[config.mk]
export PLATFORM = sky130hd
export DESIGN_NAME = if_stage_flat
export DESIGN_NICKNAME = d
export VERILOG_FILES = /design/src/rtl/if_stage_if.sv /design/src/rtl/if_stage.sv /design/src/flat_wrapper.sv
export SDC_FILE = /design/constraint.sdc
export NUM_CORES = 1
export LEC_CHECK = 0
export CORE_ASPECT_RATIO = 0.75
export CORE_UTILIZATION = 50
export DETAILED_ROUTE_END_ITERATION = 8
export PLACE_DENSITY = 0.82
export SLEW_MARGIN = 25
export SYNTH_ARGS = -nofsm -noshare
export SYNTH_HDL_FRONTEND = slang
export SYNTH_SLANG_ARGS = --single-unit
[constraint.sdc]
create_clock -name clk -period 2.23 [get_ports clk]
set_clock_uncertainty 0.05 [all_clocks]
set_input_delay 0.446 -clock clk [delete_from_list [all_inputs] [get_ports clk]]
set_output_delay 0.446 -clock clk [all_outputs]
set_load 0.01 [all_outputs]
[src/rtl/if_stage_if.sv]
// Instruction-memory request/response bundle between the fetch stage and imem.
// Master issues single-outstanding word requests; slave answers with ack + data.
interface if_stage_if;
    logic        imem_req;
    logic [31:0] imem_addr;
    logic        imem_ack;
    logic [31:0] imem_rdata;

    modport master (output imem_req, output imem_addr, input imem_ack, input imem_rdata);
    modport slave  (input imem_req, input imem_addr, output imem_ack, output imem_rdata);
endinterface

[src/rtl/if_stage.sv]
// RV32I fetch stage: PC, single-outstanding imem request, IF/ID register, stall skid and redirect.
// Latency: ack at cycle N is on IF/ID at N+1. Optional IF_PERF_CNT_EN adds fetch/bubble counters.
module if_stage #(
    parameter logic [31:0] RESET_PC = 32'h0000_0000,
    parameter logic [31:0] NOP_INST = 32'h0000_0013
) (
    input  logic          clk,
    input  logic          rst,
    if_stage_if.master    imem,
    input  logic          stall_d_i,
    input  logic          PCsrc_i,
    input  logic [31:0]   br_target_i,
    output logic [31:0]   Inst_d_o,
    output logic [31:0]   pc_d_o,
    output logic [31:0]   pc4_d_o,
    output logic          valid_d_o
`ifdef IF_PERF_CNT_EN
    ,
    output logic [31:0]   fetch_cnt_o,
    output logic [31:0]   bubble_cnt_o
`endif
);

    typedef enum logic [1:0] {FETCH, HOLD, DROP} state_t;

    state_t      state_q, state_d;
    logic [31:0] pc_f_q, pc_f_d;
    logic [31:0] drop_addr_q, drop_addr_d;
    logic [31:0] inst_q, inst_d;
    logic [31:0] pc_q, pc_d;
    logic        valid_q, valid_d;
    logic [31:0] skid_inst_q, skid_inst_d;
    logic [31:0] skid_pc_q, skid_pc_d;

    logic        ack;
    logic        accepted;
    logic [31:0] pc_f_plus4;
    logic [31:0] target;

    assign imem.imem_req  = !rst && (state_q != HOLD);
    // DROP keeps presenting the abandoned address until its stale ack returns.
    assign imem.imem_addr = (state_q == DROP) ? drop_addr_q : pc_f_q;

    assign ack        = imem.imem_ack && imem.imem_req;
    assign accepted   = (state_q == FETCH) && ack && !PCsrc_i;
    assign pc_f_plus4 = pc_f_q + 32'd4;
    assign target     = br_target_i & ~32'd3;

    assign Inst_d_o  = inst_q;
    assign pc_d_o    = pc_q;
    assign pc4_d_o   = pc_q + 32'd4;
    assign valid_d_o = valid_q;

    always_comb begin
        state_d     = state_q;
        pc_f_d      = pc_f_q;
        drop_addr_d = drop_addr_q;
        inst_d      = inst_q;
        pc_d        = pc_q;
        valid_d     = valid_q;
        skid_inst_d = skid_inst_q;
        skid_pc_d   = skid_pc_q;

        if (PCsrc_i) begin
            valid_d = 1'b0;
            inst_d  = NOP_INST;
            pc_f_d  = target;
            case (state_q)
                FETCH: begin
                    if (!ack) begin
                        state_d     = DROP;
                        drop_addr_d = pc_f_q;
                    end
                end
                HOLD:    state_d = FETCH;
                DROP:    if (ack) state_d = FETCH;
                default: state_d = FETCH;
            endcase
        end else begin
            case (state_q)
                FETCH: begin
                    if (ack) begin
                        pc_f_d = pc_f_plus4;
                        if (stall_d_i) begin
                            skid_inst_d = imem.imem_rdata;
                            skid_pc_d   = pc_f_q;
                            state_d     = HOLD;
                        end else begin
                            inst_d  = imem.imem_rdata;
                            pc_d    = pc_f_q;
                            valid_d = 1'b1;
                        end
                    end else if (!stall_d_i) begin
                        valid_d = 1'b0;
                        inst_d  = NOP_INST;
                    end
                end
                HOLD: begin
                    if (!stall_d_i) begin
                        inst_d  = skid_inst_q;
                        pc_d    = skid_pc_q;
                        valid_d = 1'b1;
                        state_d = FETCH;
                    end
                end
                DROP: begin
                    if (ack) state_d = FETCH;
                    if (!stall_d_i) begin
                        valid_d = 1'b0;
                        inst_d  = NOP_INST;
                    end
                end
                default: state_d = FETCH;
            endcase
        end
    end

    always_ff @(posedge clk) begin
        if (rst) begin
            state_q     <= FETCH;
            pc_f_q      <= RESET_PC;
            drop_addr_q <= RESET_PC;
            inst_q      <= NOP_INST;
            pc_q        <= 32'd0;
            valid_q     <= 1'b0;
            skid_inst_q <= NOP_INST;
            skid_pc_q   <= 32'd0;
        end else begin
            state_q     <= state_d;
            pc_f_q      <= pc_f_d;
            drop_addr_q <= drop_addr_d;
            inst_q      <= inst_d;
            pc_q        <= pc_d;
            valid_q     <= valid_d;
            skid_inst_q <= skid_inst_d;
            skid_pc_q   <= skid_pc_d;
        end
    end

`ifdef IF_PERF_CNT_EN
    logic [31:0] fetch_cnt_q, bubble_cnt_q;

    always_ff @(posedge clk) begin
        if (rst) begin
            fetch_cnt_q  <= 32'd0;
            bubble_cnt_q <= 32'd0;
        end else begin
            if (accepted) fetch_cnt_q  <= fetch_cnt_q + 32'd1;
            if (!valid_q) bubble_cnt_q <= bubble_cnt_q + 32'd1;
        end
    end

    assign fetch_cnt_o  = fetch_cnt_q;
    assign bubble_cnt_o = bubble_cnt_q;
`else
    logic unused_accepted;
    assign unused_accepted = accepted;
`endif

endmodule

[src/flat_wrapper.sv]
// flat-port wrapper written by rule: the top's interface ports become plain ports
module if_stage_flat 
#(
    parameter logic [31:0] RESET_PC = 32'h0000_0000,
    parameter logic [31:0] NOP_INST = 32'h0000_0013
)
  (clk, rst, stall_d_i, PCsrc_i, br_target_i, Inst_d_o, pc_d_o, pc4_d_o, valid_d_o, imem_imem_req, imem_imem_addr, imem_imem_ack, imem_imem_rdata);
  if_stage_if imem_i ();
  input  logic clk;
  input  logic rst;
  input  logic stall_d_i;
  input  logic PCsrc_i;
  input  logic [31:0] br_target_i;
  output logic [31:0] Inst_d_o;
  output logic [31:0] pc_d_o;
  output logic [31:0] pc4_d_o;
  output logic valid_d_o;
  output wire logic [$bits(imem_i.imem_req)-1:0] imem_imem_req;
  output wire logic [$bits(imem_i.imem_addr)-1:0] imem_imem_addr;
  input wire logic [$bits(imem_i.imem_ack)-1:0] imem_imem_ack;
  input wire logic [$bits(imem_i.imem_rdata)-1:0] imem_imem_rdata;
  assign imem_imem_req = imem_i.imem_req;
  assign imem_imem_addr = imem_i.imem_addr;
  assign imem_i.imem_ack = imem_imem_ack;
  assign imem_i.imem_rdata = imem_imem_rdata;
  if_stage #(.RESET_PC(RESET_PC), .NOP_INST(NOP_INST)) u_core (.clk(clk), .rst(rst), .imem(imem_i), .stall_d_i(stall_d_i), .PCsrc_i(PCsrc_i), .br_target_i(br_target_i), .Inst_d_o(Inst_d_o), .pc_d_o(pc_d_o), .pc4_d_o(pc4_d_o), .valid_d_o(valid_d_o));
endmodule
==> results.md <==
- Total global routing overflow: 0
- Gr usage total: 29.2%
- Layout area overhead: 47.4%
- Power Density: 610 nW/um^2
- Vias: 8960
- DRT iter0 DRCs: 949
- Relative slew margins: 55.5%
- Synthesized area per cell: 8.27 sq um
- Maximum clock rate: 407 MHz
- Hold Fails Final Rpt: 0
- Hold Path Class: in2reg
- Core ar.: 17100 sq um
- CP Cell Sequence: and4_4, nand2_4, buf_12, nor4_4, nand4_1, xnor2_1, buf_2
- Share of cells above drive strength 1: 26.5%
- Max-cap violation count: 0
- Arr. time, crit path: 1960 ps
- First-pass GRT wire length: 42600 um
- Synth Cell Area: 8870 sq um
- Antenna Cells: 0
- Final Slew Violations: 0
- Setup Crit Path Kind: reg2out
- Clock Path Buffers: 2
- FP Rows: 41
- RSZ-0062 raised after global routing: true
- Clock sinks: 187
- Final count of negative-setup-slack endpoints: 23
- Nets: 1411
- Die area: 18300 sq um
- DRC Markers: 0
- FF+latch count, synth: 187
- Failing checks: setup timing
- Die span in y: 117 um
- IO Pins: 199
- Synth warn: 0
- VDD IR-drop max: 0.000550 V
- Util after Layout: 76.6%
- Prevailing post-synth register cell: dfxtp_1
- CTS clock-pin slew for the worst setup and hold paths: 70 ps
- Fraction of registers with async set/reset: 0%
- Chip width: 156 um
- Vias in the first global route: 8272
- CP startpoint kind: flip-flop
- Tcrit/Tclk final: 110%
- Post-DP HPWL: 17600 um
- Most common cell after layout, fill and taps aside: nand2_1
- DR WL/cell: 18.4 um
- H-tree depth: 4
- Initial core utilization: 52.0%
- Crit-path slowest cell: dfxtp_2
- CP max FO: 3
- Non-filler cells, final: 1585
- PortBufs: 190
- Most frequent cells in the layout: 217 x nand2_1, 175 x dfxtp_1, 130 x clkdlybuf4s50_1
- Final worst slack: -228 ps
- WP buf/inv: 2
- CP required: 1730 ps
- Top cell type's share of synthesized area: 42.2%
- Num CTS Buffers: 17
- Leakage: 5.07 nW
- Placed cells: 1512
- Pre-CTS WS: -284 ps
- Detail Route Antenna Nets: 0
- Area leader, netlist: dfxtp_1
- EDFF count, synth: 0
- Worst-Margin Slew: 668 ps
- Synth area leaders: dfxtp_1 42%, nand2_1 9.4%, a21oi_1 5.9%, nor2_1 4.2%, mux2i_1 3.8%
- Min Tclk post-route: 2460 ps
- Status: complete, but fails checks
- Root Driver: clkbuf_16
- First-pass DRT Iterations: 5
- Largest net degree at the start of global routing: 61
- Via density: 5.65
- Slowest stage delay, CP: 350 ps
- Cell family with most CP delay: simple AND/OR/NAND/NOR gates
- Initial antenna violation count: 0
- Insertion delay to the later sink of the worst-skew pair: 430 ps
- Post-Route WL: 29200 um
- Mapped Cells: 1073
- Yosys cell types: 48
- Setup crit end kind: output pin
- Seq/Total Area, Yosys: 42.2%
- TritonCTS clock tree: yes
- Gpl congestion: 0.901
==> metal layers <==
| layer | global-route usage [%] | part of all wire, % |
|---|---|---|
| met5 | 0 | 0 |
| met3 | 5.51 | 7.1 |
| met1 | 39.4 | 43 |
| met4 | 11.1 | 2.9 |
| met2 | 46.0 | 47 |
==> per-stage QoR <==
stage | hold slack [ps] | total power, W | setup TNS (ps) | cell area (sq um)
3_3_place_gp | 388 | 0.00478 | -13080 | 11600
4_1_cts | 209 | 0.00788 | -2340 | 12600
5_1_grt | 226 | 0.00824 | -5830 | 13100
2_1_floorplan | 383 | 0.00421 | 0 | 8900
3_5_place_dp | 393 | 0.00481 | -18560 | 11600
6_report | 229 | 0.00797 | -2850 | 13100
==> sequential cells by signal (all words and copies together), names as in the netlist, named ones only <==
register,count
u_core.skid_pc_q,30
u_core.pc_f_q,30
u_core.skid_inst_q,32
u_core.state_q,2
u_core.pc_d_o,30
u_core.drop_addr_q,30
u_core.Inst_d_o,32
==> path summary, 6_finish.rpt <==
| kind | start | endpoint | slack [ps] | cells after the start |
|---|---|---|---|---|
| worst max-delay path | u_core.pc_d_o[8] | pc4_d_o[31] | -230 | 7 |
| worst min-delay path | rst | u_core.pc_f_q[3] | 230 | 2 |
| worst max register to register | u_core.state_q[0] | u_core.pc_d_o[22] | -10 | 12 |
| worst min register to register | u_core.skid_inst_q[17] | u_core.skid_inst_q[17] | 410 | 2 |
==> cells in the mapped netlist (all sizes together) (7+ instances only) <==
library cell and n:
clkbuf 57, nand4 25, nor2 100, mux2i 34
inv 7, nand3 29, nor3 8, a21oi 104
a22o 31, a22oi 29, nand2 222, mux2 30
buf 48, a211oi 46, xnor2 31, o21ai 9
dfxtp 187, xor2 24, and3 11
==> report_power, final <==
group          internal, W  leakage, nW  switching [W]  total, W
Sequential         0.00345         1.53       0.000121   0.00357
Clock              0.00172        0.295        0.00133   0.00306
Combinational     0.000685         3.25       0.000663   0.00135
==> kinds of logic after synthesis <==
group	synth area share, %
other	0.0423
multiplexers	7.64
XOR/XNOR	5.43
buffers and inverters	5.79
AO/OA/AOI/OAI	17.2
AND/OR/NAND/NOR	20.9
adder cells (fa/ha/maj)	0.846
flip-flops	42.2
==> cell type report <==
cell class                 count  area, sq um
multi-input combinational    779         5130
fill                        1131         4000
sequential                   187         3760
timing repair buffer         344         3280
clock buffer                  20          457
tap                          236          295
clock inverter                12          136
inverter                       7         26.3
==> what timing repair did <==
item,CTS,global route
hold buffers,0,0
endpoints found under the hold margin,0,0
pin swaps,27,38
cloned,3,6
endpoints found under the setup margin,59,190
resized for setup,290,95
buffers inserted,23,13
Note: power is estimated with default switching activity, not from simulation.
